===== config.mk =====
export PLATFORM = sky130hd
export DESIGN_NAME = fft_input_loader
export DESIGN_NICKNAME = d
export VERILOG_FILES = /design/src/rtl/fft_input_loader.sv
export SDC_FILE = /design/constraint.sdc
export NUM_CORES = 1
export LEC_CHECK = 0
export CAP_MARGIN = 20
export CORE_MARGIN = 2
export CORE_UTILIZATION = 56
export CTS_BUF_LIST = sky130_fd_sc_hd__clkbuf_16
export CTS_CLUSTER_DIAMETER = 80
export DETAILED_ROUTE_END_ITERATION = 8
export MAX_ROUTING_LAYER = met4
export PLACE_DENSITY_LB_ADDON = 0.1
export REMOVE_ABC_BUFFERS = 1
export SLEW_MARGIN = 40
export SYNTH_ARGS = -nofsm -noshare
export SYNTH_HDL_FRONTEND = slang
export SYNTH_SLANG_ARGS = --single-unit

===== constraint.sdc =====
create_clock -name clk -period 2.2 [get_ports clk]
set_input_delay 0.44 -clock clk [delete_from_list [all_inputs] [get_ports clk]]
set_output_delay 0.44 -clock clk [all_outputs]
set_load 0.01 [all_outputs]

===== src/rtl/fft_input_loader.sv =====
// fft_input_loader
// Collects one complex sample per cycle into a two-bank register buffer and
// presents each complete 2**POW-point frame in parallel to the FFT core.
// One bank can fill while the core is still holding the frame in the other.
module fft_input_loader #(
  parameter int DATA_WIDTH = 16,
  parameter int POW        = 3
) (
  input  logic                                   clk,
  input  logic                                   rst,
  input  logic                                   sink_valid,
  output logic                                   sink_ready,
  input  logic                                   sink_sop,
  input  logic [DATA_WIDTH-1:0]                  sink_r,
  input  logic [DATA_WIDTH-1:0]                  sink_i,
  output logic                                   source_valid,
  input  logic                                   source_ready,
  output logic [(1<<POW)-1:0][DATA_WIDTH-1:0]    source_r,
  output logic [(1<<POW)-1:0][DATA_WIDTH-1:0]    source_i,
  output logic                                   sop_err
);

  localparam int              N        = 1 << POW;
  localparam logic [POW-1:0]  LAST_IDX = POW'(N - 1);
  localparam logic [POW-1:0]  CNT_ONE  = POW'(1);

  typedef logic [N-1:0][DATA_WIDTH-1:0] frame_t;

  // Frame storage and bookkeeping
  frame_t [1:0]   bank_r_q, bank_r_d;
  frame_t [1:0]   bank_i_q, bank_i_d;
  logic   [1:0]   full_q, full_d;
  logic           wr_bank_q, wr_bank_d;
  logic           rd_bank_q, rd_bank_d;
  logic [POW-1:0] wr_cnt_q, wr_cnt_d;
  logic           sop_err_q, sop_err_d;

  logic           accept;
  logic           pop;
  logic [POW-1:0] wr_idx;

  // Handshake decode: readiness depends only on state, never on sink_valid
  always_comb begin
    sink_ready   = !rst && !full_q[wr_bank_q];
    source_valid = full_q[rd_bank_q];
    accept       = sink_valid && sink_ready;
    pop          = source_valid && source_ready;
    wr_idx       = sink_sop ? '0 : wr_cnt_q;
  end

  // Next-state: sample write, frame completion and frame pop
  always_comb begin
    // NOTE: every signal gets its hold value first so no path leaves it
    // unassigned; a missing default here would infer a latch.
    bank_r_d  = bank_r_q;
    bank_i_d  = bank_i_q;
    full_d    = full_q;
    wr_bank_d = wr_bank_q;
    rd_bank_d = rd_bank_q;
    wr_cnt_d  = wr_cnt_q;
    sop_err_d = 1'b0;

    if (accept) begin
      bank_r_d[wr_bank_q][wr_idx] = sink_r;
      bank_i_d[wr_bank_q][wr_idx] = sink_i;
      // A start marker mid-frame restarts the bank; the stale samples are
      // overwritten before the frame can ever complete.
      sop_err_d = sink_sop && (wr_cnt_q != '0);
      if (wr_idx == LAST_IDX) begin
        full_d[wr_bank_q] = 1'b1;
        wr_bank_d         = !wr_bank_q;
        wr_cnt_d          = '0;
      end else begin
        wr_cnt_d = wr_idx + CNT_ONE;
      end
    end

    // The bank being completed is never the one being popped: a write needs
    // full[wr_bank]=0 while a pop needs full[rd_bank]=1.
    if (pop) begin
      full_d[rd_bank_q] = 1'b0;
      rd_bank_d         = !rd_bank_q;
    end
  end

  // State registers with synchronous reset
  always_ff @(posedge clk) begin
    // NOTE: the sample banks are reset too, because the core sees them
    // directly on source_r/source_i and must read zeros after reset.
    if (rst) begin
      bank_r_q  <= '0;
      bank_i_q  <= '0;
      full_q    <= '0;
      wr_bank_q <= 1'b0;
      rd_bank_q <= 1'b0;
      wr_cnt_q  <= '0;
      sop_err_q <= 1'b0;
    end else begin
      // NOTE: non-blocking assignments so every register samples the
      // pre-edge value of the others, independent of statement order.
      bank_r_q  <= bank_r_d;
      bank_i_q  <= bank_i_d;
      full_q    <= full_d;
      wr_bank_q <= wr_bank_d;
      rd_bank_q <= rd_bank_d;
      wr_cnt_q  <= wr_cnt_d;
      sop_err_q <= sop_err_d;
    end
  end

  assign source_r = bank_r_q[rd_bank_q];
  assign source_i = bank_i_q[rd_bank_q];
  assign sop_err  = sop_err_q;

endmodule


==> results of run 1 <==
## worst reg2reg max path: cells and delay by family (launching register included)
kind            cells  cell delay [ns]
flops               1             0.45
compound gates      2             0.35
buf+inv             1             0.26
simple gates        1             0.76
## cell usage after synthesis (all sizes together), types with 2 or more instances
library cell	count	area, sq um
or4b	3	37.5
nand4bb	3	33.8
a21oi	452	2260
dfxtp	520	10400
inv	33	124
nor3	4	20.0
a31oi	3	18.8
nand2b	66	413
nand2	2	7.51
nor2b	5	31.3
nor2	2	7.51
mux2	257	2890
nor4b	4	56.3
buf	145	846
a311oi	2	17.5
mux2i	65	651
o21ai	451	2270
ha	2	25.0
nand3	450	2250
clkbuf	185	696
and4bb	3	37.5
## sequential cells by signal (all words and copies together) (netlist names)
register   cells
wr_cnt_q       3
sop_err        1
bank_r_q     256
wr_bank_q      1
rd_bank_q      1
full_q         2
bank_i_q     256
## what timing repair did
| item | in CTS | in global routing |
|---|---|---|
| hold endpoints to repair | 0 | 0 |
| pin swaps | 1 | 0 |
| gates cloned | 8 | 5 |
| setup endpoints to repair | 258 | 253 |
| buffers inserted | 48 | 48 |
| gates resized for setup | 950 | 333 |
| hold buffers | 0 | 0 |
## logic make-up after synthesis
group	synth area share [%]
compound gates	19.8
fa+ha+maj	0.108
buf+inv	7.18
flops	44.9
mux	15.3
simple gates	12.7
## worst max path at each step
stage	startpoint	to	slack, ns
2_1_floorplan	rd_bank_q$_SDFFE_PP0N_	source_valid	-5.39
3_3_place_gp	sink_valid	bank_i_q[173]$_SDFFE_PP0P_	-0.05
3_5_place_dp	sink_valid	bank_r_q[172]$_SDFFE_PP0P_	-0.08
4_1_cts	rd_bank_q$_SDFFE_PP0N_	source_i[123]	-0.38
5_1_grt	rd_bank_q$_SDFFE_PP0N_	source_i[33]	-0.33
6_report	rd_bank_q$_SDFFE_PP0N_	source_i[33]	-0.32
## where the power goes
| part | internal [mW] | total, mW | switching, mW |
|---|---|---|---|
| Clock | 4.85 | 8.65 | 3.81 |
| Combinational | 0.366 | 1.04 | 0.669 |
| Sequential | 9.47 | 9.51 | 0.0344 |
| Total | 14.7 | 19.2 | 4.51 |
## layer usage
metal  wire length (um)  vias to the layer above  global-route usage (%)  share of wire [%]
met1              31100                    10606                    45.3                 40
met4               2500                        0                    12.6                3.2
li1                   -                     9964                       -                  -
met2              37300                     1145                    54.9                 48
met3               6590                      186                    4.87                8.5
met5                  0                        -                       -                  0
## placed cells by master, fill, tap and decap left out, types with 2 or more instances in the layout
cell type        Yosys  final
nand4bb_4            0      3
dfxtp_1            520    518
nand3_1            450    450
bufinv_16            0      3
nand2b_1            66     66
buf_4               12     70
mux2_4               0    178
buf_8                0     14
a311oi_1             2      2
dlymetal6s2s_1       0     13
clkinv_1             0     15
nand2_1              2      2
ha_1                 2      2
and4bb_4             0      3
clkdlybuf4s50_1      0     36
o21ai_2              3      3
or4b_4               2      2
o21ai_1             88     88
buf_6               17    199
buf_12               0     67
buf_2              103     11
mux2i_1             65     65
clkinv_2             0     13
clkbuf_16            0     59
buf_16               0     11
inv_1               33     45
mux2_2             257     79
a31oi_1              3      3
o21ai_0            360    359
nor3_1               4      4
a21oi_1            452    452
clkdlybuf4s15_2      0      8
clkbuf_2             1     20
dlygate4sd2_1        0     50
nor2b_1              5      5
nor4b_4              1      2
## final cells by class
class	count	area share, %
clock buffers	55	4.49
clock inverters	44	0.865
inverters	33	0.404
multi-input cells	1781	38.8
flip-flops and latches	520	34.0
well taps	532	2.17
repair buffers	503	19.3
==> results.yml, run 1 <==
placement:
  post-dp-hpwl_um: 43600
  gp_congestion: 0.805
  place_area_sq_mm: 0.0270
  dp_slack_ns: -0.0809
  place_inst: 3274
  io_buffer_count: 295
detailed_routing:
  antenna_left: 0
  firstDrtPassIters: 6
  drt-total-wl_um: 77500
  dr_total_vias: 21901
  drt-wirelength-per-cell_um: 22.3
  via_per_inst: 6.32
  drt_iter0_markers: 2371
  drc: 0
sta:
  fin_setup_tns_ns: -48.41
  period_needed_ns: 2.52
  fin_crit_sh_pct: 114
  clock.fmax_mhz: 398
  rsz0062_at_grt: "yes"
  worst_hold_slack_ns: 0.356
  worstMarginPinSlew_ns: 0.730
  postLayoutSetupSlackWorst_ns: -0.315
  finalHoldViolCount: 0
  clock_skew_ns: 0.0138
  slew_violations: 0
  relSlewSlack_pct: 50.6
  setup_viol: 244
setup_path:
  worstRegToRegCells: 4
  critPathLaunchType: "flop"
  required_ns: 1.76
  endpoint_kind: "primary output"
  critPathMaxStageDelay_ns: 0.43
  worstReg2RegStart: "wr_cnt_q[0]$_SDFFE_PP0P_"
  crit_fanout: 7
  critPathArrivalTime_ns: 2.08
  cpMaxStageDelayCell: "dfxtp_4"
  worstPathCellList: "buf_12 -> buf_12 -> clkbuf_16 -> buf_6 -> mux2_4 -> buf_6"
  cpLargestDelayFamily: "buffers and inverters"
  crit_buf_inv: 5
  cp.depth: 6
  regToRegEndpoint: "bank_r_q[44]$_SDFFE_PP0P_"
  r2r_slack_ns: 0.25
  criticalPathCategory: "reg -> out"
logic_synthesis:
  ys_ff_latch: 520
  synthArstFlopShare_pct: 0
  synth_edf_count: 0
  ys.warnings.count: 0
  syn_area_sq_mm: 0.0232
  avgSynthCellArea_sq_um: 8.71
  ys_types: 37
  ys_seq_area_share_pct: 44.9
  synth_ff_type: "dfxtp_1"
  netlist_instances: 2664
clocking:
  clk_latency_ns: 0.61
  clkSlewWorstSetupHoldPaths_ns: 0.06
  cts_tree: "done"
  clock_path_buffers: 3
  ctsHtreeMaxLevel: 2
  cts_root_buf: "clkbuf_16"
  cts.sinks: 520
  cts_buffers: 53
power:
  power_density_mw_per_mm2: 626
  finalPower_mw: 19.2
  power.leakage_nw: 11.8
  irDropWorstVdd_uv: 593
cells_and_area:
  final_core_util_pct: 75.1
  areaGrowthSynthToFinish_pct: 32.3
  drive_above_1_share_pct: 25.8
  antennaDiodeCount: 0
  seqCellArea_sq_mm: 0.0104
  fillers: 2871
  fin_area_sq_mm: 0.0307
  num-nets-final: 2931
  multi_input_area_sq_mm: 0.0119
  fin_cells: 3468
global_route:
  grt_pass1_wl_um: 118000
  gr-total-overflow: 0
  antenna_found_initial: 0
  grt_max_degree: 137
  grt_usage_pct: 34.7
  grt_pass1_vias: 21244
outcome:
  outcome: "finished, violations left"
  violations: "setup timing"
job:
  maxCapViolCount: 0
floorplanning:
  io_pins: 296
  dieArea_sq_mm: 0.0431
  die_w_um: 208
  core.rowCount: 74
  initial_core_util_pct: 56.8
  die_h_um: 208
  design.core.area_sq_mm: 0.0408
hold_path:
  min_path_cells: 3
  min_to: "wr_cnt_q[2]$_SDFFE_PP0P_"
  min-delay-path-class: "in -> reg"
  min-delay-start: "rst"
No activity file was read; power rests on OpenSTA's default activity.
==> run 2: changes to the inputs <==
- CORE_UTILIZATION: 56 -> 60
- CTS_CLUSTER_SIZE: default -> 14
- clock period: 2.2 -> 3.2 ns (I/O delays scaled with it)
==> run 2 against run 1 <==
The flow now finishes without violations. First-iteration DRC count down 17%. Flip-flop and latch count did not move. Clock-buffer cell count down 11. Power is 38% lower. Sequential share of layout area rose by 4.1 points. Non-clock buffer count fell by 148. Highest routed layer unchanged.
==> results.yml, run 2 (synthesis gave the netlist of run 1 again) <==
detailed_routing:
  antenna_left: 0
  drt-total-wl_um: 71400
  drt-wirelength-per-cell_um: 21.9
  drc: 0
  via_per_inst: 6.48
  firstDrtPassIters: 6
  dr_total_vias: 21115
  drt_iter0_markers: 1958
cells_and_area:
  areaGrowthSynthToFinish_pct: 18.1
  final_core_util_pct: 71.3
  drive_above_1_share_pct: 14.1
  fillers: 3003
  layout_common_cells: "519 x dfxtp_1, 452 x a21oi_1, 450 x nand3_1, 360 x o21ai_0, 294 x clkdlybuf4s50_1"
  final_common_cell: "dfxtp_1"
  num-nets-final: 2773
  reg_top3: "bank_i_q: 256 flops, bank_r_q: 256 flops, wr_cnt_q: 3 flops"
floorplanning:
  initial_core_util_pct: 60.4
  die_h_um: 201
  io_pins: 296
  dieArea_sq_mm: 0.0402
  design.core.area_sq_mm: 0.0384
  core.rowCount: 72
  die_w_um: 201
power:
  irDropWorstVdd_uv: 386
  finalPower_mw: 12.0
  power_density_mw_per_mm2: 437
  power.leakage_nw: 9.37
setup_path:
  critPathLaunchType: "flop"
  criticalPathCategory: "reg -> out"
  cpMaxStageDelayCell: "dfxtp_1"
  critPathArrivalTime_ns: 2.47
  worstPathCellList: "mux2_2 -> nor2_1 -> clkdlybuf4s50_1"
  required_ns: 2.56
  endpoint_kind: "primary output"
  crit_fanout: 14
  critPathMaxStageDelay_ns: 0.73
global_route:
  grt_usage_pct: 35.2
  grt_pass1_wl_um: 112000
  grt_max_degree: 230
  grt_pass1_vias: 20733
  gr-total-overflow: 0
  use_met1_pct: 44.1
  grtUsageMet3_pct: 6.67
  grt_busiest_layer: "met2"
  grt_util_met2_pct: 56.6
  antenna_found_initial: 0
clocking:
  clkSlewWorstSetupHoldPaths_ns: 0.07
  ctsHtreeMaxLevel: 2
  cts_hold_buffers: 0
  cts_root_buf: "clkbuf_16"
  cts.sinks: 520
  cts_buffers: 43
  clk_latency_ns: 0.59
  cts_tree: "done"
  clock_path_buffers: 3
sta:
  finalHoldViolCount: 0
  postLayoutSetupSlackWorst_ns: 0.0878
  worstMarginPinSlew_ns: 0.782
  slew_violations: 0
  fin_crit_sh_pct: 97.3
  setup_viol: 0
  worst_hold_slack_ns: 0.464
  rsz0062_at_grt: "no"
  period_needed_ns: 3.11
  fin_setup_tns_ns: 0
  clock_skew_ns: 0.0232
  clock.fmax_mhz: 321
  relSlewSlack_pct: 47.9
placement:
  dp_slack_ns: 0.437
  gp_congestion: 0.786
  io_buffer_count: 295
  post-dp-hpwl_um: 40900
hold_path:
  min-delay-path-class: "in -> reg"
job:
  maxCapViolCount: 0
outcome:
  outcome: "complete, no violations"
-- run 2: cell count changes in the layout (fill, tap and decap cells not counted), moves of 15 or more --
cell / change
clkdlybuf4s50_1: +258
buf_6: -192
mux2_2: +178
mux2_4: -178
dlygate4sd2_1: -50
buf_4: -48
buf_12: -37
clkbuf_2: -20
clkbuf_16: -15
clkinv_1: -15
-- run 2: power by group --
group	leakage, nW	switching, mW	internal (mW)	total (mW)
Combinational	4.61	0.445	0.231	0.676
Clock	0.566	2.32	2.45	4.77
Sequential	4.19	0.0231	6.51	6.53
-- run 2: layout make-up --
| type | count | area (sq um) | share of cell area, % |
|---|---|---|---|
| antenna | 1 | 2.50 | 0.00914 |
| clock buffer | 44 | 1100 | 4.02 |
| clock inverter | 4 | 45.0 | 0.165 |
| tap | 518 | 648 | 2.37 |
| inverter | 33 | 124 | 0.452 |
| multi-input combinational | 1781 | 11200 | 41.0 |
| timing repair buffer | 355 | 3830 | 14.0 |
| sequential | 520 | 10400 | 38.0 |
-- run 2: timing repair --
item                                    4_1_cts  5_1_grt
gates cloned                                  0        0
gates resized for setup                       4        0
pin swaps                                     0        0
endpoints found under the setup margin       70       25
buffers inserted                              0        1
-- run 2: final timing paths --
path                                              endpoint  slack, ns  cells after the start                       start
worst max-delay path                            sink_ready       0.09                      3      wr_bank_q$_SDFFE_PP0P_
worst min-delay path             bank_i_q[52]$_SDFFE_PP0P_       0.46                      2                         rst
worst max register to register  bank_i_q[216]$_SDFFE_PP0P_       0.89                      4      wr_bank_q$_SDFFE_PP0P_
worst min register to register  bank_r_q[192]$_SDFFE_PP0P_       0.47                      2  bank_r_q[192]$_SDFFE_PP0P_
-- run 2: per-stage QoR --
| step | instances | area, sq um |
|---|---|---|
| CTS | 3253 | 27300 |
| finish | 3256 | 27400 |
| global route | 3255 | 27400 |
| detailed placement | 3205 | 26200 |
| floorplan | 2334 | 21700 |
| global placement | 3205 | 26200 |
-- run 2: critical path, delay by kind of cell, from the launching register on --
kind	cells	cell delay [ns]
flops	1	0.73
buf+inv	1	0.56
mux	1	0.45
simple gates	1	0.15
-- run 2: per-layer routing --
metal  routed length (um)  vias to the layer above  part of all wire, %
met4                 2310                        0                  3.2
met1                28600                    10385                   40
met3                 6020                      147                  8.4
met5                    0                        -                    0
li1                     -                     9606                    -
met2                34500                      977                   48
==> run 3: changes to the inputs <==
- CORE_UTILIZATION: 60 -> 62
- CTS_BUF_LIST: sky130_fd_sc_hd__clkbuf_16 -> sky130_fd_sc_hd__clkbuf_4 sky130_fd_sc_hd__clkbuf_8
==> run 3 against run 2 <==
Flip-flop and latch count is the same. Register-to-register slack gained 0.03 ns. Core utilization grew 1.5 points. First-iteration DRC count grew 13%. Combinational power shrank 1%. Routed wire length shrank 1.5%. Non-clock buffer count shrank 5. Sequential share of layout area grew 0.91 points. Hold slack lost 0.018 ns. Worst setup slack gained 0.012 ns. Highest routed layer unchanged. Critical path depth is the same. Power shrank 12%.
==> results.yml, run 3 (synthesis gave the netlist of run 1 again) <==
setup_path:
  worstPathCellList: "buf_12 -> mux2_2 -> clkdlybuf4s50_1"
  worstRegToRegCells: 4
  worstSetupEndpoint: "source_r[123]"
  cp.depth: 3
  crit_fanout: 53
  cp-startpoint: "rd_bank_q$_SDFFE_PP0N_"
  worstReg2RegStart: "wr_cnt_q[1]$_SDFFE_PP0P_"
  critPathLaunchType: "flop"
  cpLargestDelayFamily: "buffers and inverters"
  r2r_slack_ns: 0.92
  required_ns: 2.56
  endpoint_kind: "primary output"
  cpMaxStageDelayCell: "clkdlybuf4s50_1"
  criticalPathCategory: "reg -> out"
  critPathMaxStageDelay_ns: 0.54
  crit_buf_inv: 2
  critPathArrivalTime_ns: 2.46
  regToRegEndpoint: "bank_i_q[35]$_SDFFE_PP0P_"
clocking:
  cts_hold_buffers: 0
  clk_latency_ns: 0.61
  ctsHtreeMaxLevel: 2
  cts_root_buf: "clkbuf_8"
  cts_tree: "done"
  clock_path_buffers: 3
  clkSlewWorstSetupHoldPaths_ns: 0.10
  cts_buffers: 43
  cts.sinks: 520
placement:
  io_buffer_count: 295
  post-dp-hpwl_um: 40600
  gp_congestion: 0.803
  place_area_sq_mm: 0.0261
global_route:
  grt_pass1_vias: 20880
  grt_max_degree: 189
  grt_pass1_wl_um: 111000
  gr-total-overflow: 0
  grt_usage_pct: 36.4
  antenna_found_initial: 0
detailed_routing:
  drc: 0
  firstDrtPassIters: 5
  antenna_left: 0
  dr_total_vias: 21028
  drt-total-wl_um: 70300
  via_per_inst: 6.57
  drt-wirelength-per-cell_um: 22.0
  drt_iter0_markers: 2222
floorplanning:
  die_w_um: 197
  design.core.area_sq_mm: 0.0367
  dieArea_sq_mm: 0.0390
  core.rowCount: 70
  initial_core_util_pct: 63.2
  die_h_um: 197
  io_pins: 296
sta:
  fin_crit_sh_pct: 96.9
  setup_viol: 0
  period_needed_ns: 3.10
  slew_violations: 0
  clock.fmax_mhz: 323
  worstMarginPinSlew_ns: 0.805
  rsz0062_at_grt: "no"
  fin_setup_tns_ns: 0
  relSlewSlack_pct: 46.3
  clock_skew_ns: 0.0336
  finalHoldViolCount: 0
cells_and_area:
  fillers: 2814
  fin_area_sq_mm: 0.0267
  areaGrowthSynthToFinish_pct: 15.3
  final_core_util_pct: 72.9
  reg_top3: "bank_i_q: 256 flops, bank_r_q: 256 flops, wr_cnt_q: 3 flops"
  antennaDiodeCount: 0
  final_common_cell: "dfxtp_1"
  drive_above_1_share_pct: 14.0
  layout_common_cells: "518 x dfxtp_1, 452 x a21oi_1, 450 x nand3_1, 360 x o21ai_0, 294 x clkdlybuf4s50_1"
  seqCellArea_sq_mm: 0.0104
  num-nets-final: 2768
  multi_input_area_sq_mm: 0.0112
power:
  power.leakage_nw: 9.11
  irDropWorstVdd_uv: 312
  power_density_mw_per_mm2: 395
outcome:
  outcome: "complete, no violations"
job:
  maxCapViolCount: 0
hold_path:
  min-delay-path-class: "in -> reg"
[run 3: timing repair]
action / in CTS / in global routing
pin swaps: 0 / 0
buffers inserted: 1 / 0
gates resized for setup: 0 / 1
endpoints found under the setup margin: 2 / 1
[run 3: worst min-delay path by stage]
| stage | start | end | slack [ns] | cells after the start |
|---|---|---|---|---|
| after global placement | bank_r_q[156]$_SDFFE_PP0P_ | bank_r_q[156]$_SDFFE_PP0P_ | 0.44 | 2 |
| after CTS | rst | bank_r_q[238]$_SDFFE_PP0P_ | 0.40 | 2 |
| final | rst | bank_r_q[185]$_SDFFE_PP0P_ | 0.45 | 2 |
| after detailed placement | bank_r_q[140]$_SDFFE_PP0P_ | bank_r_q[140]$_SDFFE_PP0P_ | 0.46 | 2 |
| after floorplan | bank_r_q[156]$_SDFFE_PP0P_ | bank_r_q[156]$_SDFFE_PP0P_ | 0.43 | 2 |
| after global routing | rst | bank_r_q[185]$_SDFFE_PP0P_ | 0.42 | 2 |
[run 3: metrics by stage]
| stage | worst slack (ns) | cells | hold slack (ns) | power [mW] |
|---|---|---|---|---|
| after detailed placement | 0.516 | 3150 | 0.463 | 7.33 |
| after global placement | 0.558 | 3150 | 0.444 | 7.31 |
| after floorplan | -4.59 | 2334 | 0.434 | 6.88 |
| final | 0.100 | 3199 | 0.445 | 10.6 |
| after CTS | 0.0486 | 3198 | 0.398 | 10.6 |
| after global routing | 0.0288 | 3199 | 0.416 | 10.9 |
[run 3: worst reg2reg max path, cell delays in order (launching register included)]
cell,delay (ns)
dfxtp_1,0.67
or4b_4,0.78
buf_12,0.33
o21ai_0,0.25
a21oi_1,0.10
[run 3: report_power, final]
group	total [mW]	internal, mW	leakage (nW)	switching, mW
clock network	3.38	1.28	0.335	2.10
registers	6.52	6.50	4.19	0.0222
logic	0.666	0.225	4.59	0.441
[run 3: area by class of cell]
class / count / area share [%]
repair buffers: 350 / 14.1
inverters: 33 / 0.463
clock buffers: 46 / 2.34
clock inverters: 1 / 0.0608
well taps: 468 / 2.19
flip-flops and latches: 520 / 38.9
multi-input cells: 1781 / 41.9
[run 3: routing by layer]
| layer | routed length (um) | share of wire (%) | track usage (%) |
|---|---|---|---|
| met1 | 27800 | 40 | 45.6 |
| met3 | 6420 | 9.1 | 5.81 |
| met4 | 2870 | 4.1 | 15.9 |
| met5 | 0 | 0 | - |
| met2 | 33200 | 47 | 58.3 |
